### config.mk
export PLATFORM = sky130hd
export DESIGN_NAME = traffic_light_monitor_flat
export DESIGN_NICKNAME = d
export VERILOG_FILES = /design/src/rtl/traffic_light_monitor_pkg.sv /design/src/rtl/traffic_light_monitor_if.sv /design/src/rtl/traffic_light_monitor_lamp_decode.sv /design/src/rtl/traffic_light_monitor.sv /design/src/flat_wrapper.sv
export SDC_FILE = /design/constraint.sdc
export NUM_CORES = 1
export LEC_CHECK = 0
export ABC_AREA = 1
export ABC_CLOCK_PERIOD_IN_PS = 5500
export CORE_UTILIZATION = 59
export CTS_BUF_LIST = sky130_fd_sc_hd__clkbuf_2 sky130_fd_sc_hd__clkbuf_4 sky130_fd_sc_hd__clkbuf_8
export DETAILED_ROUTE_END_ITERATION = 10
export HOLD_SLACK_MARGIN = 0.1
export PLACE_DENSITY = 0.93
export SLEW_MARGIN = 10
export SYNTH_ARGS = -nofsm -noshare
export SYNTH_HDL_FRONTEND = slang
export SYNTH_SLANG_ARGS = --single-unit
export TNS_END_PERCENT = 20
### constraint.sdc
create_clock -name clk -period 5.5 [get_ports clk]
set_clock_uncertainty 0.05 [all_clocks]
set_input_delay 1.375 -clock clk [delete_from_list [all_inputs] [get_ports clk]]
set_output_delay 1.375 -clock clk [all_outputs]
set_load 0.01 [all_outputs]
### src/rtl/traffic_light_monitor_pkg.sv
// Shared types for the traffic light monitor: phase and fault-code encodings,
// lamp patterns and the legal phase-step rule.
package tlm_pkg;

    typedef enum logic [2:0] {
        PH_NONE  = 3'd0,
        A_G      = 3'd1,
        A_Y      = 3'd2,
        B_G      = 3'd3,
        B_Y      = 3'd4,
        W_G      = 3'd5,
        W_R      = 3'd6,
        PH_MAINT = 3'd7
    } phase_e;

    typedef enum logic [2:0] {
        FC_NONE     = 3'd0,
        FC_CONFLICT = 3'd1,
        FC_ILLEGAL  = 3'd2,
        FC_SEQUENCE = 3'd3,
        FC_SHORT    = 3'd4,
        FC_STUCK    = 3'd5
    } fault_code_e;

    // Lamp vector bit order: {Ga, Ya, Ra, Gb, Yb, Rb, Gw, Rw}
    localparam logic [7:0] LAMP_DARK   = 8'b0000_0000;
    localparam logic [7:0] LAMP_A_G    = 8'b1000_0101;
    localparam logic [7:0] LAMP_A_Y    = 8'b0100_0101;
    localparam logic [7:0] LAMP_B_G    = 8'b0011_0001;
    localparam logic [7:0] LAMP_B_Y    = 8'b0010_1001;
    localparam logic [7:0] LAMP_W_G    = 8'b0010_0110;
    localparam logic [7:0] LAMP_W_R    = 8'b0010_0100;
    localparam logic [7:0] LAMP_W_R_RW = 8'b0010_0101;

    function automatic logic legal_step(input phase_e from_ph, input phase_e to_ph);
        logic ok;
        case (from_ph)
            PH_NONE:  ok = 1'b1;
            A_G:      ok = (to_ph == A_Y);
            A_Y:      ok = (to_ph == B_G);
            B_G:      ok = (to_ph == B_Y);
            B_Y:      ok = (to_ph == W_G);
            W_G:      ok = (to_ph == W_R);
            W_R:      ok = (to_ph == A_G);
            PH_MAINT: ok = (to_ph == A_G);
            default:  ok = 1'b0;
        endcase
        return ok || (to_ph == PH_MAINT);
    endfunction

endpackage

### src/rtl/traffic_light_monitor_if.sv
// Lamp bus between the intersection controller (master) and this monitor
// (slave); force_flash travels back to the controller.
interface traffic_light_monitor_if;
    logic Ga, Ya, Ra, Gb, Yb, Rb, Gw, Rw;
    logic MAINT;
    logic tick;
    logic force_flash;

    modport master (
        output Ga, Ya, Ra, Gb, Yb, Rb, Gw, Rw, MAINT, tick,
        input  force_flash
    );

    modport slave (
        input  Ga, Ya, Ra, Gb, Yb, Rb, Gw, Rw, MAINT, tick,
        output force_flash
    );
endinterface

### src/rtl/traffic_light_monitor_lamp_decode.sv
// Combinational decode of the registered lamp pattern into a phase, with
// illegal-pattern and conflicting-go detection.
module tlm_lamp_decode
    import tlm_pkg::*;
(
    input  logic [7:0] lamps_i,
    input  logic       maint_i,
    output phase_e     phase_o,
    output logic       illegal_o,
    output logic       conflict_o
);

    logic go_a, go_b, go_w;

    always_comb begin
        go_a       = lamps_i[7] | lamps_i[6];
        go_b       = lamps_i[4] | lamps_i[3];
        go_w       = lamps_i[1];
        conflict_o = (go_a & go_b) | (go_a & go_w) | (go_b & go_w);
        phase_o    = PH_NONE;
        illegal_o  = 1'b0;

        if (maint_i) begin
            if (go_a | go_b | go_w) illegal_o = 1'b1;
            else                    phase_o   = PH_MAINT;
        end else begin
            case (lamps_i)
                LAMP_A_G:              phase_o = A_G;
                LAMP_A_Y:              phase_o = A_Y;
                LAMP_B_G:              phase_o = B_G;
                LAMP_B_Y:              phase_o = B_Y;
                LAMP_W_G:              phase_o = W_G;
                LAMP_W_R, LAMP_W_R_RW: phase_o = W_R;
                LAMP_DARK:             phase_o = PH_MAINT;
                default:               illegal_o = 1'b1;
            endcase
        end
    end

endmodule

### src/rtl/traffic_light_monitor.sv
// Independent conflict/sequence monitor on the controller's lamp bus; latches a
// sticky fault with its first cause and requests all-red flash.
module traffic_light_monitor
    import tlm_pkg::*;
#(
    parameter int unsigned MIN_A_G     = 3,
    parameter int unsigned MIN_A_Y     = 2,
    parameter int unsigned MIN_B_G     = 3,
    parameter int unsigned MIN_B_Y     = 1,
    parameter int unsigned MIN_W_G     = 2,
    parameter int unsigned MIN_W_R     = 11,
    parameter int unsigned MAX_DWELL_T = 32
)
(
    input  logic                    clk,
    input  logic                    reset,
    traffic_light_monitor_if.slave  bus,
    input  logic                    clear_fault,
    output logic                    fault,
    output logic [2:0]              fault_code,
    output logic [2:0]              phase,
    output logic [7:0]              dwell,
    output logic                    cycle_done
);

    localparam logic [7:0] STUCK_PRE = 8'(MAX_DWELL_T - 1);

    logic [7:0]  lamps_q;
    logic        maint_q, tick_q;
    phase_e      dec_phase;
    logic        dec_illegal, dec_conflict;

    phase_e      phase_q, phase_d;
    logic [7:0]  dwell_q, dwell_d;
    logic        first_q, first_d;
    logic        fault_q, fault_d;
    fault_code_e code_q, code_d, new_code;
    logic        done_q, done_d;

    logic        change, seq_err, short_err, stuck_err, real_phase;
    logic [7:0]  min_dwell;

    always_ff @(posedge clk) begin
        if (reset) begin
            lamps_q <= '0;
            maint_q <= 1'b0;
            tick_q  <= 1'b0;
        end else begin
            lamps_q <= {bus.Ga, bus.Ya, bus.Ra, bus.Gb, bus.Yb, bus.Rb, bus.Gw, bus.Rw};
            maint_q <= bus.MAINT;
            tick_q  <= bus.tick;
        end
    end

    tlm_lamp_decode u_decode (
        .lamps_i    (lamps_q),
        .maint_i    (maint_q),
        .phase_o    (dec_phase),
        .illegal_o  (dec_illegal),
        .conflict_o (dec_conflict)
    );

    always_comb begin
        case (phase_q)
            A_G:     min_dwell = 8'(MIN_A_G);
            A_Y:     min_dwell = 8'(MIN_A_Y);
            B_G:     min_dwell = 8'(MIN_B_G);
            B_Y:     min_dwell = 8'(MIN_B_Y);
            W_G:     min_dwell = 8'(MIN_W_G);
            W_R:     min_dwell = 8'(MIN_W_R);
            default: min_dwell = '0;
        endcase

        real_phase = (phase_q != PH_NONE) && (phase_q != PH_MAINT);
        change     = !dec_illegal && !dec_conflict && (dec_phase != phase_q);
        seq_err    = change && !legal_step(phase_q, dec_phase);
        short_err  = change && !first_q && real_phase && (dwell_q < min_dwell);
        // Fires once, on the tick that would carry dwell onto the limit, so a clear can stick.
        stuck_err  = !change && real_phase && tick_q && (dwell_q == STUCK_PRE);

        if      (dec_conflict) new_code = FC_CONFLICT;
        else if (dec_illegal)  new_code = FC_ILLEGAL;
        else if (seq_err)      new_code = FC_SEQUENCE;
        else if (short_err)    new_code = FC_SHORT;
        else if (stuck_err)    new_code = FC_STUCK;
        else                   new_code = FC_NONE;

        phase_d = change ? dec_phase : phase_q;
        first_d = change ? 1'b0 : first_q;
        done_d  = change && (phase_q == W_R) && (dec_phase == A_G);

        if (change)                          dwell_d = '0;
        else if (tick_q && dwell_q != 8'hFF) dwell_d = dwell_q + 8'd1;
        else                                 dwell_d = dwell_q;

        fault_d = fault_q;
        code_d  = code_q;
        if (clear_fault) begin
            fault_d = 1'b0;
            code_d  = FC_NONE;
        end
        if (new_code != FC_NONE && !fault_d) begin
            fault_d = 1'b1;
            code_d  = new_code;
        end
    end

    always_ff @(posedge clk) begin
        if (reset) begin
            phase_q <= PH_NONE;
            dwell_q <= '0;
            first_q <= 1'b1;
            fault_q <= 1'b0;
            code_q  <= FC_NONE;
            done_q  <= 1'b0;
        end else begin
            phase_q <= phase_d;
            dwell_q <= dwell_d;
            first_q <= first_d;
            fault_q <= fault_d;
            code_q  <= code_d;
            done_q  <= done_d;
        end
    end

    assign fault           = fault_q;
    assign fault_code      = code_q;
    assign phase           = phase_q;
    assign dwell           = dwell_q;
    assign cycle_done      = done_q;
    assign bus.force_flash = fault_q;

endmodule

### src/flat_wrapper.sv
// flat-port wrapper written by rule: the top's interface ports become plain ports
module traffic_light_monitor_flat import tlm_pkg::*;
#(
    parameter int unsigned MIN_A_G     = 3,
    parameter int unsigned MIN_A_Y     = 2,
    parameter int unsigned MIN_B_G     = 3,
    parameter int unsigned MIN_B_Y     = 1,
    parameter int unsigned MIN_W_G     = 2,
    parameter int unsigned MIN_W_R     = 11,
    parameter int unsigned MAX_DWELL_T = 32
)
  (clk, reset, clear_fault, fault, fault_code, phase, dwell, cycle_done, bus_Ga, bus_Ya, bus_Ra, bus_Gb, bus_Yb, bus_Rb, bus_Gw, bus_Rw, bus_MAINT, bus_tick, bus_force_flash);
  traffic_light_monitor_if bus_i ();
  input  logic clk;
  input  logic reset;
  input  logic clear_fault;
  output logic fault;
  output logic [2:0] fault_code;
  output logic [2:0] phase;
  output logic [7:0] dwell;
  output logic cycle_done;
  input wire logic [$bits(bus_i.Ga)-1:0] bus_Ga;
  input wire logic [$bits(bus_i.Ya)-1:0] bus_Ya;
  input wire logic [$bits(bus_i.Ra)-1:0] bus_Ra;
  input wire logic [$bits(bus_i.Gb)-1:0] bus_Gb;
  input wire logic [$bits(bus_i.Yb)-1:0] bus_Yb;
  input wire logic [$bits(bus_i.Rb)-1:0] bus_Rb;
  input wire logic [$bits(bus_i.Gw)-1:0] bus_Gw;
  input wire logic [$bits(bus_i.Rw)-1:0] bus_Rw;
  input wire logic [$bits(bus_i.MAINT)-1:0] bus_MAINT;
  input wire logic [$bits(bus_i.tick)-1:0] bus_tick;
  output wire logic [$bits(bus_i.force_flash)-1:0] bus_force_flash;
  assign bus_i.Ga = bus_Ga;
  assign bus_i.Ya = bus_Ya;
  assign bus_i.Ra = bus_Ra;
  assign bus_i.Gb = bus_Gb;
  assign bus_i.Yb = bus_Yb;
  assign bus_i.Rb = bus_Rb;
  assign bus_i.Gw = bus_Gw;
  assign bus_i.Rw = bus_Rw;
  assign bus_i.MAINT = bus_MAINT;
  assign bus_i.tick = bus_tick;
  assign bus_force_flash = bus_i.force_flash;
  traffic_light_monitor #(.MIN_A_G(MIN_A_G), .MIN_A_Y(MIN_A_Y), .MIN_B_G(MIN_B_G), .MIN_B_Y(MIN_B_Y), .MIN_W_G(MIN_W_G), .MIN_W_R(MIN_W_R), .MAX_DWELL_T(MAX_DWELL_T)) u_core (.clk(clk), .reset(reset), .bus(bus_i), .clear_fault(clear_fault), .fault(fault), .fault_code(fault_code), .phase(phase), .dwell(dwell), .cycle_done(cycle_done));
endmodule
==> results.json, run 1 <==
{
  "port_buffers": 29,
  "overflow": 0,
  "critPathCaptureType": "output port",
  "syn_nets": 288,
  "setup_tns_ns": 0,
  "use_met2_pct": 40.1,
  "synthTopCellsByArea": "dfxtp_1 (32%), nand2_1 (13%), nor2_1 (12%)",
  "htree_levels": 1,
  "use_met3_pct": 3.26,
  "setup_viol": 0,
  "final_util_pct": 73.8,
  "nets": 316,
  "multi_input_area_um2": 971,
  "diodes": 0,
  "critPathArrivalTime_ns": 1.43,
  "place_ws_ns": 2.50,
  "synth_area_leader_cell": "dfxtp_1",
  "antenna_found_initial": 0,
  "leakagePower_uw": 0.000955,
  "critical_path_buf_inv_count": 1,
  "drive_gt1_share_pct": 11.1,
  "clk_latency_ns": 0.32,
  "worst_pin_slew_ns": 0.663,
  "rsz0062_at_grt": "false",
  "p_int_uw": 290,
  "cts_hold_buf": 0,
  "numCtsBuffers": 3,
  "netlist_instances": 271,
  "grt_usage_pct": 24.6,
  "comb_power_share_pct": 28.7,
  "yosys_warnings": 0,
  "path_clk_slew_ns": 0.14,
  "detail-route-antenna-nets": 0,
  "busiest_layer": "met2",
  "fin_crit_sh_pct": 52.0,
  "critPathTopFamily": "buffers and inverters",
  "yosys.area.top_type_share_pct": 31.6,
  "worst_path_largest_cell_delay_ns": 0.59,
  "vias": 1691,
  "seq_area_frac_synth_pct": 31.6,
  "cts.sinks": 27,
  "fin_cells": 329,
  "routabilityCongestion": 0.876,
  "die-area_um2": 3120,
  "grt_pass1_vias": 1432,
  "core_area_um2": 2760,
  "hp-class": "flop to flop",
  "outcome": "finished, final reports clean",
  "swShare_pct": 32.9,
  "synth.avg_cell_area_um2": 6.32,
  "worstPathRequired_ns": 4.07,
  "crit_start": "u_core.phase[2]$_SDFFE_PP0P_",
  "regArea_um2": 541,
  "max-vdd-ir-drop_mv": 0.195,
  "final_max_slew_viol_count": 0,
  "worst_slack_ns": 2.64,
  "drc": 0,
  "finalHoldViolations": 0,
  "place_inst": 325,
  "slew_headroom_pct": 55.7,
  "placed_area_um2": 2010,
  "max_cap_viol_count": 0,
  "postLayoutCellArea_um2": 2040,
  "drt_first_pass_iters": 4,
  "slowest_stage": "clkdlybuf4s50_1",
  "drt_iter0_markers": 97,
  "ys_types": 31,
  "rows": 19,
  "worstHoldStart": "u_core.first_q$_SDFFE_PP1P_",
  "clk_path_buf_depth": 2,
  "fmax_ghz": 0.350,
  "cts_resized": 0,
  "syn_to_final_growth_pct": 18.8,
  "fin_crit_ns": 2.86,
  "root_buffer": "clkbuf_4",
  "p_seq_share_pct": 50.7,
  "avgViaCountPerCell": 5.14,
  "dp_hpwl_um": 2800,
  "die_h_um": 55.9,
  "nFillCells": 227,
  "start_kind": "flop",
  "post_drt_wl_per_cell_um": 10.9,
  "cp_max_fo": 9,
  "grt_use_met1_pct": 32.6,
  "totalWireLength_um": 3580,
  "p_sw_uw": 142,
  "ys_ff_latch": 27,
  "critPathKind": "flop to output port",
  "clkPwrFrac_pct": 20.6,
  "power.density_nw_per_um2": 213,
  "start_util_pct": 62.1,
  "pin_count": 30,
  "cts_tree": "done",
  "post-cts-setup-buffers": 0,
  "die_w_um": 55.9,
  "timing.rr.start": "u_core.lamps_q[6]$_SDFF_PP0_",
  "grt_pass1_wl_um": 6110,
  "grt_start_max_net_pins": 18,
  "cp_cell_sequence": "clkdlybuf4s50_1",
  "netlist_area_um2": 1710
}
-- synth_stat cells, drive strengths merged --
| library cell | number |
|---|---|
| nand3 | 22 |
| dfxtp | 27 |
| a21oi | 11 |
| or2 | 2 |
| nand3b | 1 |
| nor4 | 1 |
| nor3 | 6 |
| a211oi | 2 |
| a31oi | 1 |
| ha | 4 |
| nand4 | 1 |
| o211ai | 1 |
| clkbuf | 3 |
| o21ai | 7 |
| nor2 | 61 |
| buf | 3 |
| inv | 44 |
| nand2 | 69 |
| xor2 | 5 |
-- stage by stage --
step / power, uW / hold WS [ns]
final: 433 / 0.423
after CTS: 434 / 0.427
after global placement: 342 / 0.393
after global routing: 462 / 0.444
after detailed placement: 347 / 0.402
after floorplan: 310 / 0.370
-- sequential cells by signal (all words and copies together), names as in the netlist --
| register | flops |
|---|---|
| u_core.dwell | 8 |
| u_core.lamps_q | 8 |
| u_core.fault_code | 3 |
| u_core.phase | 3 |
| u_core.bus.force_flash | 1 |
| u_core.cycle_done | 1 |
| u_core.first_q | 1 |
| u_core.maint_q | 1 |
| u_core.tick_q | 1 |
-- layout make-up --
| cell class | count | share of cell area [%] |
|---|---|---|
| clock buffer | 4 | 1.48 |
| multi-input combinational | 194 | 47.7 |
| sequential | 27 | 26.6 |
| inverter | 44 | 8.11 |
| timing repair buffer | 29 | 14.3 |
| tap | 31 | 1.91 |
-- metal layers --
metal / wire [um] / share of wire (%)
met1: 1680 / 47
met2: 1680 / 47
met3: 153 / 4.3
met4: 65 / 1.8
met5: 0 / 0
-- logic make-up after synthesis --
| logic type | synth area share, % |
|---|---|
| compound gates | 7.82 |
| xor+xnor | 2.56 |
| simple gates | 43.4 |
| flops | 31.6 |
| fa+ha+maj | 2.92 |
| buf+inv | 11.8 |
-- power by group through the flow --
stage          clock (uW)  combinational (uW)  sequential (uW)
2_1_floorplan           0                88.8              221
3_3_place_gp            0                 119              223
3_5_place_dp            0                 123              223
4_1_cts              91.3                 124              219
5_1_grt               101                 139              221
6_report             89.3                 124              219
-- worst min-delay path: stages (launching register included) --
cell     delay, ns
dfxtp_1       0.34
nand2_1       0.06
nand2_1       0.05
-- final timing paths --
| check | slack [ns] | to | depth (start not counted) |
|---|---|---|---|
| worst max-delay path | 2.64 | phase[2] | 1 |
| worst max register to register | 3.08 | u_core.fault_code[0]$_SDFFE_PP0P_ | 18 |
| worst min register to register | 0.42 | u_core.first_q$_SDFFE_PP1P_ | 2 |
| worst min-delay path | 0.42 | u_core.first_q$_SDFFE_PP1P_ | 2 |
-- cell usage in the layout (no fill, tap or decap), types with 2 or more instances in the layout --
| master | netlist | routed |
|---|---|---|
| nor2_1 | 54 | 54 |
| a211oi_1 | 2 | 2 |
| clkbuf_4 | 0 | 4 |
| nand3_1 | 19 | 19 |
| ha_1 | 4 | 4 |
| a21oi_1 | 11 | 11 |
| inv_1 | 38 | 38 |
| nor2_2 | 3 | 3 |
| nand2_1 | 61 | 61 |
| clkdlybuf4s50_1 | 0 | 29 |
| xor2_1 | 5 | 5 |
| o21ai_0 | 5 | 5 |
| inv_2 | 6 | 6 |
| nand2_2 | 7 | 7 |
| or2_2 | 2 | 2 |
| nor3_1 | 5 | 5 |
| nand3_2 | 3 | 3 |
| dfxtp_1 | 27 | 27 |
| nor2_4 | 4 | 4 |
No activity file was read; power rests on OpenSTA's default activity.
==> run 2: changes to the inputs <==
ABC_CLOCK_PERIOD_IN_PS = 2700   (was 5500)
CORE_UTILIZATION = 54   (was 59)
PLACE_DENSITY = 0.86   (was 0.93)
clock period = 2.7 ns   (was 5.5 ns; I/O delays follow)
==> run 2 against run 1 <==
  * Sequential share of layout area shrank 0.37 points
  * Via count decreased by 0.83%
  * Largest cell class unchanged
  * Hold slack worse by 0.0044 ns
  * Sequential cell count is the same
  * Final cell count grew 4.6%
==> results.json, run 2 (synthesized netlist as in run 1, its figures left out) <==
{
  "use_met3_pct": 2.86,
  "syn_to_final_growth_pct": 20.5,
  "drc": 0,
  "root_buffer": "clkbuf_4",
  "cts_resized": 0,
  "rows": 20,
  "grt_use_met1_pct": 32.3,
  "clk_latency_ns": 0.31,
  "fin_crit_sh_pct": 82.5,
  "cp_cell_sequence": "inv_1 -> ha_1 -> nor3_1 -> ha_1 -> o21ai_0 -> nand2_1 -> a21oi_1 -> nand3_1 -> nand2_1 -> inv_2 -> nand2_2 -> nand2_2 -> nand3_1 -> a21oi_1",
  "cp_max_fo": 9,
  "worstPathRequired_ns": 2.86,
  "start_kind": "flop",
  "die_w_um": 58.3,
  "critPathTopFamily": "simple AND/OR/NAND/NOR gates",
  "start_util_pct": 56.6,
  "hp-class": "flop to flop",
  "use_met2_pct": 36.0,
  "detail-route-antenna-nets": 0,
  "drt_iter0_markers": 92,
  "core_area_um2": 3030,
  "clkPwrFrac_pct": 19.0,
  "diodes": 0,
  "comb_power_share_pct": 29.4,
  "p_int_uw": 581,
  "clk_path_buf_depth": 2,
  "avgViaCountPerCell": 4.88,
  "fmax_ghz": 0.449,
  "slowest_stage": "dfxtp_1",
  "worst_path_largest_cell_delay_ns": 0.50,
  "vias": 1677,
  "layout_commonest_cell": "nand2_1",
  "outcome": "finished, final reports clean",
  "worst_pin_slew_ns": 0.337,
  "pin_count": 30,
  "p_sw_uw": 283,
  "dp_hpwl_um": 2790,
  "regArea_um2": 541,
  "routabilityCongestion": 0.870,
  "max-vdd-ir-drop_mv": 0.277,
  "totalWireLength_um": 3460,
  "post-cts-setup-buffers": 0,
  "slew_headroom_pct": 77.3,
  "grt_pass1_vias": 1451,
  "power.density_nw_per_um2": 419,
  "critPathCaptureType": "flop",
  "post_drt_wl_per_cell_um": 10.0,
  "critPathArrivalTime_ns": 2.39,
  "total_power_uw": 864,
  "leakagePower_uw": 0.000963,
  "rsz0062_at_grt": "false",
  "nets": 318,
  "final_max_slew_viol_count": 0,
  "cts.sinks": 27,
  "drt_first_pass_iters": 4,
  "die_h_um": 58.3,
  "finalHoldViolations": 0,
  "hold_ws_ns": 0.419,
  "critical_path_buf_inv_count": 2,
  "busiest_layer": "met2",
  "path_clk_slew_ns": 0.13,
  "port_buffers": 29,
  "max_cap_viol_count": 0,
  "htree_levels": 1,
  "grt_start_max_net_pins": 18,
  "final_cell_mix": "nand2_1 (61), nor2_1 (54), inv_1 (38), clkdlybuf4s50_1 (29), dfxtp_1 (27)",
  "critPathKind": "flop to flop",
  "overflow": 0,
  "grt_usage_pct": 22.7,
  "fin_crit_ns": 2.23,
  "cts_hold_buf": 0,
  "die-area_um2": 3400,
  "p_seq_share_pct": 51.6,
  "multi_input_area_um2": 971,
  "drive_gt1_share_pct": 11.7,
  "swShare_pct": 32.8,
  "setup_tns_ns": 0,
  "nFillCells": 293,
  "cts_tree": "done",
  "numCtsBuffers": 3,
  "antenna_found_initial": 0,
  "setup_viol": 0,
  "grt_pass1_wl_um": 6140
}
[run 2: changes by cell type in the layout (fill, tap and decap cells not counted)]
| cell | delta |
|---|---|
| clkinv_2 | +1 |
| buf_4 | +2 |
| clkbuf_4 | -1 |
[run 2: metrics by stage]
| stage | setup slack (ns) | utilization [%] | cells | area (um2) |
|---|---|---|---|---|
| after floorplan | 0.619 | - | 271 | 1710 |
| after global placement | 0.604 | 67.3 | 340 | 2040 |
| after detailed placement | 0.499 | 67.3 | 340 | 2040 |
| after CTS | 0.478 | 68.2 | 344 | 2060 |
| after global routing | 0.142 | 68.2 | 344 | 2060 |
| final | 0.472 | 68.2 | 344 | 2060 |
[run 2: routing by layer]
metal,vias to the layer above,wire [um]
met5,-,0
met4,0,27
met3,2,155
met2,39,1540
met1,742,1740
li1,894,-
[run 2: area by class of cell]
cell class	count	share of cell area, %
Sequential cell	27	26.2
Multi-Input combinational cell	194	47.0
Clock buffer	3	1.09
Inverter	44	8.00
Timing Repair Buffer	31	14.8
Clock inverter	1	0.242
Tap cell	44	2.67
[run 2: tightest hold or removal path, delay by kind of cell (launching register included)]
kind,cells,cell delay [ns]
DFF,1,0.34
and+or+nand+nor,2,0.10
[run 2: path summary, 6_finish.rpt]
check                                                   from                           endpoint  slack [ns]  depth (start not counted)
worst max-delay path            u_core.phase[2]$_SDFFE_PP0P_  u_core.fault_code[2]$_SDFFE_PP0P_        0.47                         14
worst min-delay path             u_core.first_q$_SDFFE_PP1P_        u_core.first_q$_SDFFE_PP1P_        0.42                          2
worst max register to register  u_core.phase[2]$_SDFFE_PP0P_  u_core.fault_code[2]$_SDFFE_PP0P_        0.47                         14
worst min register to register   u_core.first_q$_SDFFE_PP1P_        u_core.first_q$_SDFFE_PP1P_        0.42                          2
[run 2: power by group through the flow]
stage / logic [uW] / registers [uW] / clock network, uW
floorplan: 181 / 450 / 0
global placement: 247 / 453 / 0
detailed placement: 252 / 455 / 0
CTS: 253 / 446 / 168
global route: 289 / 450 / 187
finish: 254 / 446 / 164
